### src/rtl/regfile_pkg.sv
// regfile_pkg
//   Shared types for the register file, its write arbiter and the hazard logic.
//   REG_ADDR_W / REG_DATA_W : register index and word widths (32 x 32 file)
//   reg_addr_t / reg_word_t : convenience typedefs for index and word
//   arb_state_t             : write-arbiter ownership state
package regfile_pkg;

  localparam int REG_ADDR_W = 5;
  localparam int REG_DATA_W = 32;

  typedef logic [REG_ADDR_W-1:0] reg_addr_t;
  typedef logic [REG_DATA_W-1:0] reg_word_t;

  // ARB : free arbitration between both writers
  // OWN0: writer 0 holds the port for a locked burst
  // OWN1: writer 1 holds the port for a locked burst
  typedef enum logic [1:0] {
    ARB  = 2'd0,
    OWN0 = 2'd1,
    OWN1 = 2'd2
  } arb_state_t;

endpackage

### src/rtl/arbitro_escritura_registros.sv
// arbitro_escritura_registros
//   Arbitrates the ALU writeback (req0) and the load/multicycle unit (req1)
//   onto the single write port of the register file. Round-robin between the
//   two writers, with an optional burst lock that lets one writer keep the
//   port for up to LOCK_MAX consecutive grants. One registered stage drives
//   the register file write port.
// Ports
//   clk                      rising-edge clock
//   rsta                     asynchronous active-low reset
//   reqN_valid/reg/data/lock writer N request (held stable until ready)
//   reqN_ready               combinational grant, write accepted this cycle
//   RegWrite                 register file write enable (registered)
//   write_reg / write_data   register file write index / data (registered)
//   grant_id                 writer that owns the current output beat
module arbitro_escritura_registros
  import regfile_pkg::*;
#(
  parameter int DATA_W   = REG_DATA_W,
  parameter int ADDR_W   = REG_ADDR_W,
  parameter int LOCK_MAX = 4
) (
  input  logic              clk,
  input  logic              rsta,
  input  logic              req0_valid,
  input  logic [ADDR_W-1:0] req0_reg,
  input  logic [DATA_W-1:0] req0_data,
  input  logic              req0_lock,
  output logic              req0_ready,
  input  logic              req1_valid,
  input  logic [ADDR_W-1:0] req1_reg,
  input  logic [DATA_W-1:0] req1_data,
  input  logic              req1_lock,
  output logic              req1_ready,
  output logic              RegWrite,
  output logic [ADDR_W-1:0] write_reg,
  output logic [DATA_W-1:0] write_data,
  output logic              grant_id
);

  localparam int CNT_W = (LOCK_MAX < 2) ? 1 : $clog2(LOCK_MAX + 1);
  localparam logic [CNT_W-1:0] LOCK_MAX_C = CNT_W'(LOCK_MAX);
  localparam logic [CNT_W-1:0] CNT_ONE    = CNT_W'(1);

  arb_state_t        state_reg, state_next;
  logic              last_reg, last_next;
  logic [CNT_W-1:0]  cnt_reg, cnt_next;
  logic [CNT_W-1:0]  burst_len;

  logic              gnt0, gnt1, gnt_any, gnt_sel, gnt_lock, own_hold;
  logic [ADDR_W-1:0] sel_reg;
  logic [DATA_W-1:0] sel_data;

  logic              regwrite_reg, regwrite_next;
  logic [ADDR_W-1:0] wr_idx_reg, wr_idx_next;
  logic [DATA_W-1:0] wr_data_reg, wr_data_next;
  logic              grant_id_reg, grant_id_next;

  // Grant selection. An owner whose valid has dropped gives up the port in
  // the same cycle, so the fall-through branches serve the other writer.
  // Readies are forced low while reset is asserted.
  always_comb begin
    gnt0     = 1'b0;
    gnt1     = 1'b0;
    own_hold = 1'b0;
    if (rsta) begin
      if (state_reg == OWN0 && req0_valid) begin
        gnt0     = 1'b1;
        own_hold = 1'b1;
      end else if (state_reg == OWN1 && req1_valid) begin
        gnt1     = 1'b1;
        own_hold = 1'b1;
      end else if (req0_valid && req1_valid) begin
        // last_reg names the previous winner; the other one goes now
        gnt0 = last_reg;
        gnt1 = !last_reg;
      end else begin
        gnt0 = req0_valid;
        gnt1 = req1_valid;
      end
    end
  end

  assign req0_ready = gnt0;
  assign req1_ready = gnt1;

  // Next-state: ownership, burst length and round-robin pointer.
  // burst_len counts the grants of the current locked run including this one;
  // once it reaches LOCK_MAX the port is released back to arbitration.
  always_comb begin
    gnt_any    = gnt0 | gnt1;
    gnt_sel    = gnt1;
    gnt_lock   = gnt1 ? req1_lock : req0_lock;
    burst_len  = own_hold ? (cnt_reg + CNT_ONE) : CNT_ONE;
    state_next = ARB;
    cnt_next   = '0;
    last_next  = last_reg;
    if (gnt_any) begin
      last_next = gnt_sel;
      if (gnt_lock && (burst_len < LOCK_MAX_C)) begin
        state_next = gnt_sel ? OWN1 : OWN0;
        cnt_next   = burst_len;
      end
    end
  end

  // Output beat for the next cycle. Writes to x0 complete the handshake but
  // leave the port idle.
  always_comb begin
    sel_reg       = gnt1 ? req1_reg  : req0_reg;
    sel_data      = gnt1 ? req1_data : req0_data;
    regwrite_next = gnt_any && (sel_reg != '0);
    wr_idx_next   = regwrite_next ? sel_reg  : '0;
    wr_data_next  = regwrite_next ? sel_data : '0;
    grant_id_next = gnt_sel;
  end

  always_ff @(posedge clk or negedge rsta) begin
    if (!rsta) begin
      state_reg    <= ARB;
      last_reg     <= 1'b1;
      cnt_reg      <= '0;
      regwrite_reg <= 1'b0;
      wr_idx_reg   <= '0;
      wr_data_reg  <= '0;
      grant_id_reg <= 1'b0;
    end else begin
      state_reg    <= state_next;
      last_reg     <= last_next;
      cnt_reg      <= cnt_next;
      regwrite_reg <= regwrite_next;
      wr_idx_reg   <= wr_idx_next;
      wr_data_reg  <= wr_data_next;
      grant_id_reg <= grant_id_next;
    end
  end

  assign RegWrite   = regwrite_reg;
  assign write_reg  = wr_idx_reg;
  assign write_data = wr_data_reg;
  assign grant_id   = grant_id_reg;

endmodule

### config.mk
export PLATFORM = sky130hd
export DESIGN_NAME = arbitro_escritura_registros
export DESIGN_NICKNAME = d
export VERILOG_FILES = /design/src/rtl/regfile_pkg.sv /design/src/rtl/arbitro_escritura_registros.sv
export SDC_FILE = /design/constraint.sdc
export NUM_CORES = 1
export LEC_CHECK = 0
export CAP_MARGIN = 30
export CORE_MARGIN = 5
export CORE_UTILIZATION = 31
export DETAILED_ROUTE_END_ITERATION = 10
export MAX_ROUTING_LAYER = met4
export PLACE_DENSITY = 0.7
export SLEW_MARGIN = 5
export SYNTH_ARGS = -nofsm -noshare
export SYNTH_HDL_FRONTEND = slang
export SYNTH_SLANG_ARGS = --single-unit
### constraint.sdc
create_clock -name clk -period 2.06 [get_ports clk]
set_input_delay 0.309 -clock clk [delete_from_list [all_inputs] [get_ports clk]]
set_output_delay 0.309 -clock clk [all_outputs]
set_load 0.1 [all_outputs]
==> results.toml <==
[yosys]
synth_cells = 202
ys_seq_area_frac = 0.590
ys_ff_latch = 45
syn_nets = 283
synth_warnings = 0
synth_top_area_share = 0.576
synth_area_um2 = 1910
synth.distinct_cells = 27
syn_area_per_cell_um2 = 9.46
synth_area_leaders = "dfrtp_1 (58%), nand3_1 (17%), nand2_1 (8.6%)"
yosys.area.top_type = "dfrtp_1"

[layout]
area_growth_pct = 74.8
largest_register_ffs = 32
fillers = 567
layout-drive-gt1-share = 0.226
final_util = 0.561
antenna_cells = 0
nets = 416

[sta]
finalHoldViolCount = 0
final.setup.tns_ps = 0
max_freq_mhz = 498
slew_viol_final = 0
setup-violations-final = 0
finalCritPeriodShare = 0.975
min_period_ps = 2010
worst_hold_slack_ps = 425
finClkSkew_ps = 8.50

[global_route]
grt_antenna_before_repair = 0
track_usage = 0.161
grt_max_degree = 24
grt_pass1_wl_um = 9550
globalRoute.totalOverflow = 0
grt_pass1_vias = 1958

[clocking]
cts_sinks = 45
cts_max_level = 2
clock_path_buffers = 2
cts_tree = "yes"
cts_buffers = 5
clockRootBuffer = "clkbuf_8"
clkSlewWorstSetupHoldPaths_ps = 80
clk_latency_ps = 290

[detailed_routing]
drtIter0Drc = 70
drt-wirelength-per-cell_um = 15.0
vias = 1943
postRouteWirelength_um = 6160
vias_per_cell = 4.73
drc = 0
first_pass_iters = 4
antenna_left = 0

[worst_setup_path]
worstPathMaxFanout = 5
rrSetupSlack_ps = 250
endpoint = "req1_ready"
cp-startpoint = "last_reg"
cp-start-kind = "flop"
rr_startpoint = "last_reg"
crit_type = "reg2out"
crit_arrival_ps = 1700
reg2reg_depth = 6
cp.required_ps = 1750
endpoint_kind = "output pin"
r2r_end = "cnt_reg[1]"

[pwr]
ir_drop_uv = 402
power.density_nw_per_um2 = 744
leakagePower_nw = 1.67
p_total_mw = 2.49

[placement]
hpwlAfterDp_um = 4610
io_buffers = 120
place_congestion = 0.825

[run]
cap_violations = 0

[floorplanning]
num_rows = 28
initial_core_util = 0.321
dieHeight_um = 88.5
die_x_um = 88.5
io_pins = 121
die_area_um2 = 7840
core_area_um2 = 5960

[run_status]
status = "finished, final reports clean"

[hold_path]
hp-class = "in2async"
==> placed cells by master (no fill, tap or decap), types with 2 or more instances in the layout <==
master / instances
buf_4: 57
o21ai_0: 3
nor2_1: 6
a21oi_1: 3
and4b_1: 2
a22o_1: 2
nand3_1: 64
a21oi_2: 2
nand2_1: 44
clkdlybuf4s50_1: 78
buf_12: 2
inv_1: 2
dfrtp_1: 44
clkbuf_8: 7
==> cells by family (layout without fill, tap and decap cells) <==
group,Yosys count,count (layout),share of synthesized area
AO/OA/AOI/OAI,15,15,0.0589
flip-flops,45,45,0.590
XOR/XNOR,1,1,0.00458
multiplexers,1,1,0.00524
AND/OR/NAND/NOR,122,122,0.302
other,1,1,0.00196
adder cells (fa/ha/maj),1,1,0.00654
buffers and inverters,16,150,0.0314
==> how the worst min path moves through the flow <==
| stage | startpoint | end | slack (ps) |
|---|---|---|---|
| 6_report | rsta | write_data[31] | 430 |
| 5_1_grt | rsta | write_data[31] | 410 |
| 4_1_cts | rsta | write_data[31] | 430 |
| 3_5_place_dp | rsta | state_reg[0] | 220 |
| 3_3_place_gp | rsta | state_reg[0] | 210 |
| 2_1_floorplan | rsta | RegWrite | 10 |
==> synthesized netlist by cell type <==
| cell type | number |
|---|---|
| a21boi_1 | 1 |
| a21oi_1 | 5 |
| a22o_1 | 2 |
| a31oi_1 | 1 |
| and3_1 | 1 |
| and3b_1 | 1 |
| and4b_1 | 2 |
| clkbuf_1 | 13 |
| conb_1 | 1 |
| dfrtp_1 | 44 |
| dfstp_2 | 1 |
| ha_1 | 1 |
| inv_1 | 2 |
| inv_2 | 1 |
| mux2i_1 | 1 |
| nand2_1 | 44 |
| nand3_1 | 64 |
| nand3b_1 | 1 |
| nor2_1 | 6 |
| nor3_1 | 1 |
| nor4_1 | 1 |
| nor4b_2 | 1 |
| o21ai_0 | 3 |
| o21bai_1 | 1 |
| o311ai_4 | 1 |
| o31ai_1 | 1 |
| xor2_1 | 1 |
==> per-stage QoR <==
stage,std cells,instance area (um^2),worst slack (ps)
after floorplan,202,1920,25.7
after global placement,398,3190,98.1
after detailed placement,398,3190,43.4
after CTS,407,3310,33.0
after global routing,411,3340,-9.64
final,411,3340,51.4
==> area by class of cell <==
cell class	count	area, um^2	area share
Inverter	3	11.3	0.00337
Clock inverter	1	5.00	0.00150
Multi-Input combinational cell	141	742	0.222
Sequential cell	45	1130	0.337
Timing Repair Buffer	139	1270	0.379
Tap cell	75	93.8	0.0281
Clock buffer	7	96.3	0.0288
==> critical path, stage by stage, from the launching register on <==
cell and delay (ps):
dfstp_2 590, a21boi_2 90, o311ai_4 400, inv_2 140
buf_12 190
==> power breakdown <==
part | internal (mW) | leakage, nW | switching, mW
Clock | 0.303 | 0.0542 | 0.289
Combinational | 0.290 | 1.02 | 0.629
Sequential | 0.948 | 0.591 | 0.0260
Total | 1.54 | 1.67 | 0.944
==> what timing repair did <==
action | CTS | global route
hold endpoints to repair | 6 | 0
buffers inserted | 0 | 4
hold buffers | 1 | 0
resized for setup | 0 | 2
setup endpoints to repair | 0 | 2
==> metal layers <==
metal	part of all wire	wire length [um]	global-route usage	vias up
met5	0	0	-	-
met2	0.50	3070	0.263	78
met4	0.0044	27	0.0398	0
li1	-	-	-	954
met1	0.41	2520	0.205	909
met3	0.086	528	0.0354	2
Note: power is estimated with default switching activity, not from simulation.
